[config.mk]
export PLATFORM = sky130hd
export DESIGN_NAME = serial_subtracter
export DESIGN_NICKNAME = d
export VERILOG_FILES = /design/src/rtl/serial_subtracter.sv
export SDC_FILE = /design/constraint.sdc
export NUM_CORES = 1
export LEC_CHECK = 0
export CAP_MARGIN = 15
export CELL_PAD_IN_SITES_DETAIL_PLACEMENT = 0
export CELL_PAD_IN_SITES_GLOBAL_PLACEMENT = 2
export CORE_UTILIZATION = 33
export CTS_CLUSTER_SIZE = 8
export DETAILED_ROUTE_END_ITERATION = 8
export PLACE_DENSITY = 0.79
export SLEW_MARGIN = 20
export SYNTH_ARGS = -nofsm -noshare
export SYNTH_HDL_FRONTEND = slang
export SYNTH_SLANG_ARGS = --single-unit
[constraint.sdc]
create_clock -name clk -period 2.1 [get_ports clk]
set_input_delay 0.42 -clock clk [delete_from_list [all_inputs] [get_ports clk]]
set_output_delay 0.42 -clock clk [all_outputs]
set_load 0.01 [all_outputs]
[src/rtl/serial_subtracter.sv]
// Bit-serial N-bit subtracter: d = a - b - bin, one bit per clock, LSB first.
// Define SERIAL_SUBTRACTER_OVF_EN to add the registered signed-overflow output ovf.
module serial_subtracter #(
    parameter int WIDTH = 8
) (
    input  logic             clk,
    input  logic             rst_n,
    input  logic             start,
    input  logic [WIDTH-1:0] a,
    input  logic [WIDTH-1:0] b,
    input  logic             bin,
    output logic             busy,
    output logic             done,
    output logic [WIDTH-1:0] d,
`ifdef SERIAL_SUBTRACTER_OVF_EN
    output logic             bout,
    output logic             ovf
`else
    output logic             bout
`endif
);

    localparam int CW = $clog2(WIDTH + 1);
    localparam logic [CW-1:0] LAST = CW'(WIDTH - 1);

    typedef enum logic [1:0] {
        ST_IDLE = 2'd0,
        ST_RUN  = 2'd1,
        ST_DONE = 2'd2
    } state_t;

    state_t           r_state;
    state_t           w_state_next;
    logic [WIDTH-1:0] r_ra;
    logic [WIDTH-1:0] r_rb;
    logic [WIDTH-1:0] r_rd;
    logic             r_br;
    logic [CW-1:0]    r_cnt;
    logic             r_busy;
    logic             r_done;
    logic [WIDTH-1:0] r_d;
    logic             r_bout;
    logic             w_s;
    logic             w_dbit;
    logic             w_br_next;
    logic             w_last;
    logic [WIDTH-1:0] w_rd_next;

    // Full-subtract cell on the current LSBs plus the shift-in of the new difference bit
    always_comb begin
        w_s       = r_ra[0] ^ r_rb[0];
        w_dbit    = w_s ^ r_br;
        w_br_next = (~r_ra[0] & r_rb[0]) | (~w_s & r_br);
        w_last    = (r_cnt == LAST);
        w_rd_next = r_rd;
        for (int i = 0; i < WIDTH - 1; i++) begin
            w_rd_next[i] = r_rd[i+1];
        end
        w_rd_next[WIDTH-1] = w_dbit;
    end

    // Next-state logic for the IDLE/RUN/DONE handshake
    always_comb begin
        w_state_next = r_state;
        case (r_state)
            ST_IDLE: begin
                if (start) begin
                    w_state_next = ST_RUN;
                end else begin
                    w_state_next = ST_IDLE;
                end
            end
            ST_RUN: begin
                if (w_last) begin
                    w_state_next = ST_DONE;
                end else begin
                    w_state_next = ST_RUN;
                end
            end
            ST_DONE: w_state_next = ST_IDLE;
            default: w_state_next = ST_IDLE;
        endcase
    end

    // State register with busy/done registered from the next state
    always_ff @(posedge clk or negedge rst_n) begin
        if (!rst_n) begin
            r_state <= ST_IDLE;
            r_busy  <= 1'b0;
            r_done  <= 1'b0;
        end else begin
            r_state <= w_state_next;
            r_busy  <= (w_state_next == ST_RUN);
            r_done  <= (w_state_next == ST_DONE);
        end
    end

    // Operand capture, serial datapath and result registers (result only moves on completion)
    always_ff @(posedge clk or negedge rst_n) begin
        if (!rst_n) begin
            r_ra   <= {WIDTH{1'b0}};
            r_rb   <= {WIDTH{1'b0}};
            r_rd   <= {WIDTH{1'b0}};
            r_br   <= 1'b0;
            r_cnt  <= {CW{1'b0}};
            r_d    <= {WIDTH{1'b0}};
            r_bout <= 1'b0;
        end else begin
            case (r_state)
                ST_IDLE: begin
                    if (start) begin
                        r_ra  <= a;
                        r_rb  <= b;
                        r_br  <= bin;
                        r_cnt <= {CW{1'b0}};
                    end
                end
                ST_RUN: begin
                    r_ra  <= r_ra >> 1;
                    r_rb  <= r_rb >> 1;
                    r_br  <= w_br_next;
                    r_rd  <= w_rd_next;
                    r_cnt <= r_cnt + CW'(1);
                    if (w_last) begin
                        r_d    <= w_rd_next;
                        r_bout <= w_br_next;
                    end
                end
                default: begin
                end
            endcase
        end
    end

`ifdef SERIAL_SUBTRACTER_OVF_EN
    logic r_am;
    logic r_bm;
    logic r_ovf;

    // Operand MSBs are kept aside because ra/rb are shifted away during RUN
    always_ff @(posedge clk or negedge rst_n) begin
        if (!rst_n) begin
            r_am  <= 1'b0;
            r_bm  <= 1'b0;
            r_ovf <= 1'b0;
        end else if (r_state == ST_IDLE && start) begin
            r_am <= a[WIDTH-1];
            r_bm <= b[WIDTH-1];
        end else if (r_state == ST_RUN && w_last) begin
            r_ovf <= (r_am ^ r_bm) & (r_am ^ w_rd_next[WIDTH-1]);
        end
    end

    assign ovf = r_ovf;
`endif

    assign busy = r_busy;
    assign done = r_done;
    assign d    = r_d;
    assign bout = r_bout;

endmodule
==> results of run 1 <==
## sequential cells by signal (all words and copies together) (netlist names)
name     flops
r_rb         8
busy         1
bout         1
d            8
r_ra         8
r_state      2
r_br         1
r_cnt        4
r_rd         7
done         1
## worst max-delay path by stage
stage | to | slack [ns]
after global routing | d[7] | 0.29
after detailed placement | d[7] | 0.41
after CTS | d[7] | 0.39
after floorplan | d[0] | 0.59
after global placement | d[5] | 0.49
final | d[7] | 0.41
## layout make-up
| cell class | instances | area, um2 |
|---|---|---|
| Tap cell | 70 | 87.6 |
| Clock inverter | 3 | 21.3 |
| Inverter | 3 | 11.3 |
| Multi-Input combinational cell | 115 | 714 |
| Sequential cell | 41 | 1030 |
| Fill cell | 497 | 2870 |
| Clock buffer | 5 | 68.8 |
| Timing Repair Buffer | 39 | 375 |
## through the flow
stage               instances  utilization (%)  setup WS [ns]  total power [mW]  cell area [um2]
floorplan                 168                -          0.588              2.14             1790
CTS                       276             44.6          0.392              3.25             2300
detailed placement        268             42.8          0.413              2.70             2210
global route              276             44.6          0.295              3.49             2300
global placement          268             42.8          0.495              2.65             2210
finish                    276             44.6          0.405              3.19             2300
## layout by cell type, fill, tap and decap left out
cell             synthesis  final
nor2_1                   1      1
inv_1                    3      3
inv_6                    0      1
dfrtp_1                 41     41
clkbuf_8                 0      5
clkinv_2                 0      1
ha_1                     1      1
buf_4                    0      8
a21oi_1                 13     13
o21ai_0                 18     18
clkinvlp_4               0      1
fa_1                     1      1
o311ai_0                 1      1
nand2_1                 30     30
nor3_4                   1      1
nand2b_1                 2      2
buf_2                    3      1
mux2_2                   8      8
nor3_1                   1      1
a22o_1                   2      2
nand3_1                  2      2
mux2i_1                  2      2
clkdlybuf4s50_1          0     29
a22oi_1                 14     14
nor2b_1                 14     14
o21bai_2                 1      1
buf_12                   0      1
a2bb2oi_1                3      3
## logic make-up after synthesis
group / Yosys count / share of synthesized area [%]
fa+ha+maj: 2 / 1.82
mux: 10 / 6.15
buf+inv: 12 / 2.73
flops: 41 / 57.3
compound gates: 52 / 18.1
simple gates: 51 / 13.8
## worst max-delay path, stage by stage, from the launching register on
cell and delay [ns]:
dfrtp_1 0.40, ha_1 0.21, nand2_1 0.13, nor3_4 0.44, mux2_2 0.39
## cells in the mapped netlist, drive strengths merged
master   count
nand2       30
a22o         2
nand2b       2
a22oi       14
inv          3
fa           1
a2bb2oi      3
ha           1
mux2         8
dfrtp       41
a21oi       13
buf          3
o21bai       1
clkbuf       6
nor2         1
nand3        2
nor3         2
mux2i        2
o311ai       1
nor2b       14
o21ai       18
## layer usage
| layer | vias up | wire length (um) | GRT usage, % |
|---|---|---|---|
| li1 | 664 | - | - |
| met5 | - | 0 | 0 |
| met1 | 653 | 1810 | 21.7 |
| met3 | 6 | 219 | 4.37 |
| met2 | 28 | 1800 | 24.5 |
| met4 | 0 | 48 | 4.94 |
## power by group through the flow
stage	Sequential, mW	Clock [mW]	Combinational, mW
after detailed placement	1.37	0	1.34
after floorplan	1.36	0	0.782
after global placement	1.35	0	1.30
after global routing	1.40	0.579	1.51
after CTS	1.36	0.540	1.35
final	1.35	0.509	1.33
==> qor.csv, run 1 <==
metric,value,unit
# H-tree levels,2,
Worst Skew,0.00980,ns
hold_ws,0.0799,ns
pwr dens,1380,mW/mm2
n_diodes,0,
Sink Count,41,
antenna violations before repair,0,
Mapped Cells,168,
Nets,227,
DRC viols,0,
gr ovfl total,0,
antenna-violating nets left,0,
Synth area leader,dfrtp_1,
io pins,31,
Worst R2R Setup Slack,0.41,ns
setup_tns,0,ns
core area,0.00517,mm2
row cnt,26,
all-layer global routing usage,15.8,%
Reg2Reg Depth,4,
syn avg cell area,10.7,um2
share of post-route cells with drive strength above 1,13.6,%
Synth Cell Area,0.00179,mm2
final count of hold timing violations,0,
hold-fix buffers at CTS,0,
HP Class,input pin to asynchronous set/reset pin,
Die Ht,75.6,um
Via Count,1351,
reg-to-reg endpoint,d[7],
VDD IR-drop max,0.704,mV
dpl hpwl,2600,um
CP Max Fanout,9,
Setup CP Type,flop to flop,
Num CTS Buffers,5,
vias in the first global route,1371,
post-synthesis net count,190,
Fmax,0.590,GHz
"Seq/Total Area, Yosys",57.3,%
global-route wire length before repair,6650,um
Logic pwr share,41.6,%
WP data required,2.27,ns
CTS tree,done,
max_slew headroom,67.0,%
Longest Clk Path Bufs,2,
per-cell routed wire length,14.0,um
static leakage power,0.997,nW
Worst-Margin Slew,0.495,ns
switching pwr,1.17,mW
DIE AREA,0.00572,mm2
status,completed,
setup violators final,0,
largest net degree at the start of global routing,25,
Die Wd,75.6,um
PostCTS Resize Cnt,0,
critical path arrival,1.87,ns
proportion of power drawn by the clock network,16.0,%
Buffers on Ports,30,
switching portion of total power,36.7,%
fin crit share,80.7,%
R2R Path Start,r_cnt[0],
clock transition at the registers of the reported paths,0.08,ns
drt total wl,3880,um
share of the synthesized area in the top cell type,57.3,%
Root Driver,clkbuf_8,
worst skew pair latency,0.29,ns
Yosys warnings,0,
fin. max-slew vios,0,
type of element capturing the critical path,flop,
internal power,2.02,mW
Synth Register Bits,41,
critical path launch point type,flop,
Post-CTS Setup Bufs,0,
Final Wtd Congestion,0.706,
Yosys cell types,22,
CP Launch Point,r_cnt[0],
drt pass-1 iters,4,
Final min period,1.69,ns
unrepaired setup endpoints after global routing,false,
Seq pwr share,42.4,%
1st-iter DRT viols,69,
mean number of vias per cell,4.89,
largest cells by area after synthesis,"dfrtp_1 57%, nand2_1 6.3%, a22oi_1 5.9%, o21ai_0 5.0%, mux2_2 5.0%",
Area Overhead vs Synth,28.8,%
max-cap violations,0,
initial core utilization,34.6,%
Note: power is estimated with default switching activity, not from simulation.
==> run 2, diff against run 1 <==
CORE_UTILIZATION = 30   (was 33)
PLACE_DENSITY = 0.76   (was 0.79)
clock period = 1.5 ns   (was 2.1 ns; I/O delays follow)
==> run 2 against run 1 <==
Worst setup slack got worse by 0.34 ns. Global-route usage shrank 1.6 points. Via count grew 2.2%. Final area up 4.9%. Clock skew barely moved. Highest routed layer unchanged. Largest cell class unchanged.
==> qor.csv, run 2 (synthesis gave the netlist of run 1 again) <==
metric,value,unit,change
filler-free cell count of the finished design,286,,+3.6%
max_slew headroom,70.9,%,+3.9 points
Num CTS Buffers,5,,unchanged
CTS tree,done,,
Seq pwr share,40.9,%,-1.5 points
Die Ht,79.2,um,+4.7%
vias in the first global route,1484,,+8.2%
antenna violations before repair,0,,unchanged
gr ovfl total,0,,unchanged
HP Class,input pin to asynchronous set/reset pin,,
global-route wire length before repair,6930,um,+4.1%
Finished Cell Area,0.00242,mm2,+4.9%
core area,0.00564,mm2,+9.1%
Via Count,1381,,+2.2%
all-layer global routing usage,14.3,%,-1.6 points
fin. max-slew vios,0,,unchanged
critical path arrival,1.14,ns,-0.73 ns
Reg2Reg Depth,5,,+1
drt total wl,4080,um,+5.2%
Die Wd,79.2,um,+4.7%
type of element capturing the critical path,output port,,
Buffers on Ports,30,,unchanged
DRC viols,0,,unchanged
setup violators final,0,,unchanged
Reg area,0.00103,mm2,unchanged
crit-path cells,clkdlybuf4s50_1,,
static leakage power,1.14,nW,+14%
critical path depth,1,,-3
Overall Power,4.66,mW,+46%
metal3 WL,179,um,-18%
internal power,2.97,mW,+47%
mean number of vias per cell,4.83,,-1.4%
per-cell routed wire length,14.3,um,+1.5%
fin worst setup slack,0.0631,ns,-0.342 ns
Placed Instance Area,0.00228,mm2,+2.9%
worst skew pair latency,0.29,ns,about the same
largest net degree at the start of global routing,26,,+4.0%
DIE AREA,0.00628,mm2,+9.7%
WP data required,1.20,ns,-1.07 ns
setup_tns,0,ns,unchanged
met1 WL,1930,um,+7.1%
Finished Core Util,42.8,%,-1.7 points
critical path launch point type,flop,,
Buf/Inv on CP,1,,+1
met2 wire len,1920,um,+6.5%
drt pass-1 iters,4,,unchanged
Worst Skew,0.00978,ns,-0.0000238 ns
reg-to-reg endpoint,d[2],,
placed cells,275,,+2.6%
Setup CP Type,flop to output port,,
# H-tree levels,2,,unchanged
row cnt,27,,+3.8%
share of post-route cells with drive strength above 1,16.8,%,+3.2 points
switching portion of total power,36.4,%,-0.35 points
fillcell total,532,,+7.0%
antenna-violating nets left,0,,unchanged
"Largest stage delay, worst path",0.52,ns,+0.08 ns
io pins,31,,unchanged
proportion of power drawn by the clock network,15.0,%,-1.0 points
Area Overhead vs Synth,35.1,%,
Fmax,0.696,GHz,
pwr dens,1930,mW/mm2,+39%
max-cap violations,0,,unchanged
"delay-heaviest family, CP",buffers and inverters,,
Worst R2R Setup Slack,0.09,ns,-0.32 ns
CP Max Fanout,1,,-8
Logic pwr share,44.1,%,+2.5 points
Multi-input gate area,729,um2,+2.1%
Final min period,1.44,ns,
Final Wtd Congestion,0.739,,+4.6%
CP Launch Point,busy,,
VDD IR-drop max,0.716,mV,+1.7%
CP Capture Point,busy,,
status,completed,,
Sink Count,41,,unchanged
switching pwr,1.70,mW,+45%
final count of hold timing violations,0,,unchanged
clock transition at the registers of the reported paths,0.08,ns,about the same
1st-iter DRT viols,58,,-16%
hold_ws,0.475,ns,+0.395 ns
R2R Path Start,r_cnt[0],,
Worst-Margin Slew,0.436,ns,-0.0581 ns
"most common cell after layout, fill and taps aside",dfrtp_1,,
fin crit share,95.8,%,
Place WS,-0.137,ns,-0.550 ns
initial core utilization,31.7,%,-2.9 points
most frequent cells in the layout,"41 x dfrtp_1, 29 x nand2_1, 20 x clkdlybuf4s50_1",,
highest metal used,met4,,
dpl hpwl,2800,um,+7.8%
Nets,235,,+3.5%
slowest CP cell,clkdlybuf4s50_1,,
Longest Clk Path Bufs,2,,unchanged
n_diodes,0,,unchanged
Root Driver,clkbuf_8,,
-- run 2: how the worst min path moves through the flow --
stage                     depth (start not counted)   from  endpoint  slack [ns]
after floorplan                                   0  rst_n      bout       0.004
after global placement                            1  rst_n   r_ra[4]        0.25
after detailed placement                          1  rst_n   r_ra[4]        0.26
after CTS                                         2  rst_n   r_ra[6]        0.48
after global routing                              2  rst_n   r_ra[7]        0.50
final                                             2  rst_n   r_ra[7]        0.47
-- run 2: routing by layer --
| metal | GRT usage (%) | up-vias |
|---|---|---|
| met5 | 0 | - |
| met4 | 5.45 | 0 |
| met3 | 2.64 | 5 |
| met2 | 23.5 | 28 |
| met1 | 18.5 | 677 |
| li1 | - | 671 |
-- run 2: area by class of cell --
class | count | share of cell area [%]
multi-input combinational | 115 | 30.2
timing repair buffer | 47 | 19.8
clock inverter | 2 | 0.414
clock buffer | 6 | 3.00
tap | 72 | 3.73
inverter | 3 | 0.466
sequential | 41 | 42.4
-- run 2: power groups by stage --
| stage | registers [mW] | logic, mW | clock network (mW) |
|---|---|---|---|
| floorplan | 1.91 | 1.09 | 0 |
| global placement | 1.90 | 1.99 | 0 |
| detailed placement | 1.92 | 2.06 | 0 |
| CTS | 1.90 | 2.10 | 0.729 |
| global route | 1.98 | 2.29 | 0.777 |
| finish | 1.91 | 2.06 | 0.698 |
-- run 2: what timing repair did --
action | CTS | global route
resized for setup | 4 | 8
hold buffers | 1 | 0
endpoints found under the hold margin | 16 | 0
pin swaps | 1 | 1
endpoints found under the setup margin | 10 | 16
setup buffers | 2 | 0
==> run 3, diff against run 2 <==
CAP_MARGIN = 25   (was 15)
GPL_TIMING_DRIVEN = 1   (was unset)
==> results of run 3 <==
The final DEF is identical to that of run 2; final timing and power are the same.
==> patch, RTL diff (settings of run 1) <==
Encoding of `state_t`: now one-hot (3 bits for 3 states).
--- a/src/rtl/serial_subtracter.sv
+++ b/src/rtl/serial_subtracter.sv
@@ -23,10 +23,10 @@
     localparam int CW = $clog2(WIDTH + 1);
     localparam logic [CW-1:0] LAST = CW'(WIDTH - 1);
 
-    typedef enum logic [1:0] {
-        ST_IDLE = 2'd0,
-        ST_RUN  = 2'd1,
-        ST_DONE = 2'd2
+    typedef enum logic [2:0] {
+        ST_IDLE = 3'b001,
+        ST_RUN  = 3'b010,
+        ST_DONE = 3'b100
     } state_t;
 
     state_t           r_state;
Formal check against the unedited RTL: same outputs for any inputs over 10 cycles, from zero or initial values and one cycle with rst_n low; not proved beyond that.
==> patch against run 1 <==
  * Area after synthesis down 2.9%
  * Setup slack worse by 140 ps
  * Power down 22%
  * Sequential cell count increased by 1
  * Wire length fell by 11%
  * Via count decreased by 5.7%
  * Non-clock buffer count fell by 3
  * Cell area decreased by 3.6%
==> patch: results <==
group,metric,value,unit
placement,gp_congestion,0.749,
yosys,synth_nets,192,
worst_setup_path,end_kind,"flip-flop",
power,p_leak,1.03,nW
grt,grt_max_degree,43,
worst_setup_path,crit_path_start,"r_state[2]",
placement,dp_slack,146,ps
power,clkPwrFrac,21.5,%
detailed_routing,viasPerCell,4.65,
yosys,syn_inst,170,
timing,slew_headroom,63.0,%
yosys,ys_seq_area_share,60.5,%
yosys,synth_commonest_cells,"nand2_1, dfrtp_1, nor2_1, a31oi_1",
power,power.internal,1.67,mW
placement,dpl_cell_area,2130,µm²
worst_setup_path,reg2regPathDepth,3,
grt,grt_pass1_vias,1215,
worst_setup_path,timing.rr.start,"r_state[2]",
power,power.switching,835,µW
timing,post-route-min-period,1840,ps
power,pg_comb,733,µW
placement,io_buffer_count,30,
worst_setup_path,cp_max_fo,10,
grt,grtUsageTotal,14.2,%
worst_setup_path,max_stage_delay,500,ps
layout,nets,225,
grt,grt_pass1_wl,5.75,mm
worst_setup_path,cp.arrival,2020,ps
status,status,"complete, no violations",
detailed_routing,num_vias,1274,
worst_setup_path,r2r_slack,260,ps
detailed_routing,first_iter_violations,83,
detailed_routing,wl,3.46,mm
placement,hpwl,2.29,mm
timing,skew,7.30,ps
==> patch: cell count changes after synthesis, sizes merged, moves of 2 or more <==
cell / run 1 / this run
a21oi: 13 / 2
nor2: 1 / 16
clkbuf: 6 / 9
a22oi: 14 / 0
buf: 3 / 1
o21ai: 18 / 3
a31oi: 0 / 14
nor2b: 14 / 0
a2bb2oi: 3 / 0
nand2b: 2 / 0
nand2: 30 / 56
==> patch: layer usage <==
| layer | vias up | global-route usage, % | wire length [µm] |
|---|---|---|---|
| li1 | 630 | - | - |
| met4 | 0 | 5.66 | 22 |
| met3 | 2 | 4.88 | 169 |
| met1 | 611 | 18.8 | 1750 |
| met2 | 31 | 21.2 | 1520 |
| met5 | - | 0 | 0 |
==> patch: logic make-up (layout without fill, tap and decap cells) <==
| logic type | count (synthesis) | after routing | share of synthesized area [%] |
|---|---|---|---|
| flops | 42 | 42 | 60.5 |
| fa+ha+maj | 2 | 2 | 1.87 |
| buf+inv | 12 | 46 | 2.66 |
| mux | 12 | 12 | 7.56 |
| simple gates | 81 | 81 | 20.0 |
| compound gates | 21 | 21 | 7.34 |
==> patch: layout make-up <==
cell class	count	area, µm²
sequential	42	1050
inverter	2	7.51
multi-input combinational	116	639
tap	70	87.6
clock buffer	6	82.6
clock inverter	2	12.5
timing repair buffer	36	340
fill	514	2850
==> patch: worst min-delay path by stage <==
stage / depth (start not counted) / slack (ps) / startpoint / end
5_1_grt: 2 / 220 / rst_n / r_rb[4]
3_3_place_gp: 2 / 460 / r_rd[1] / r_rd[1]
3_5_place_dp: 2 / 480 / r_rd[5] / r_rd[4]
2_1_floorplan: 0 / 120 / rst_n / bout
4_1_cts: 2 / 200 / rst_n / r_rb[4]
6_report: 2 / 190 / rst_n / r_rb[4]
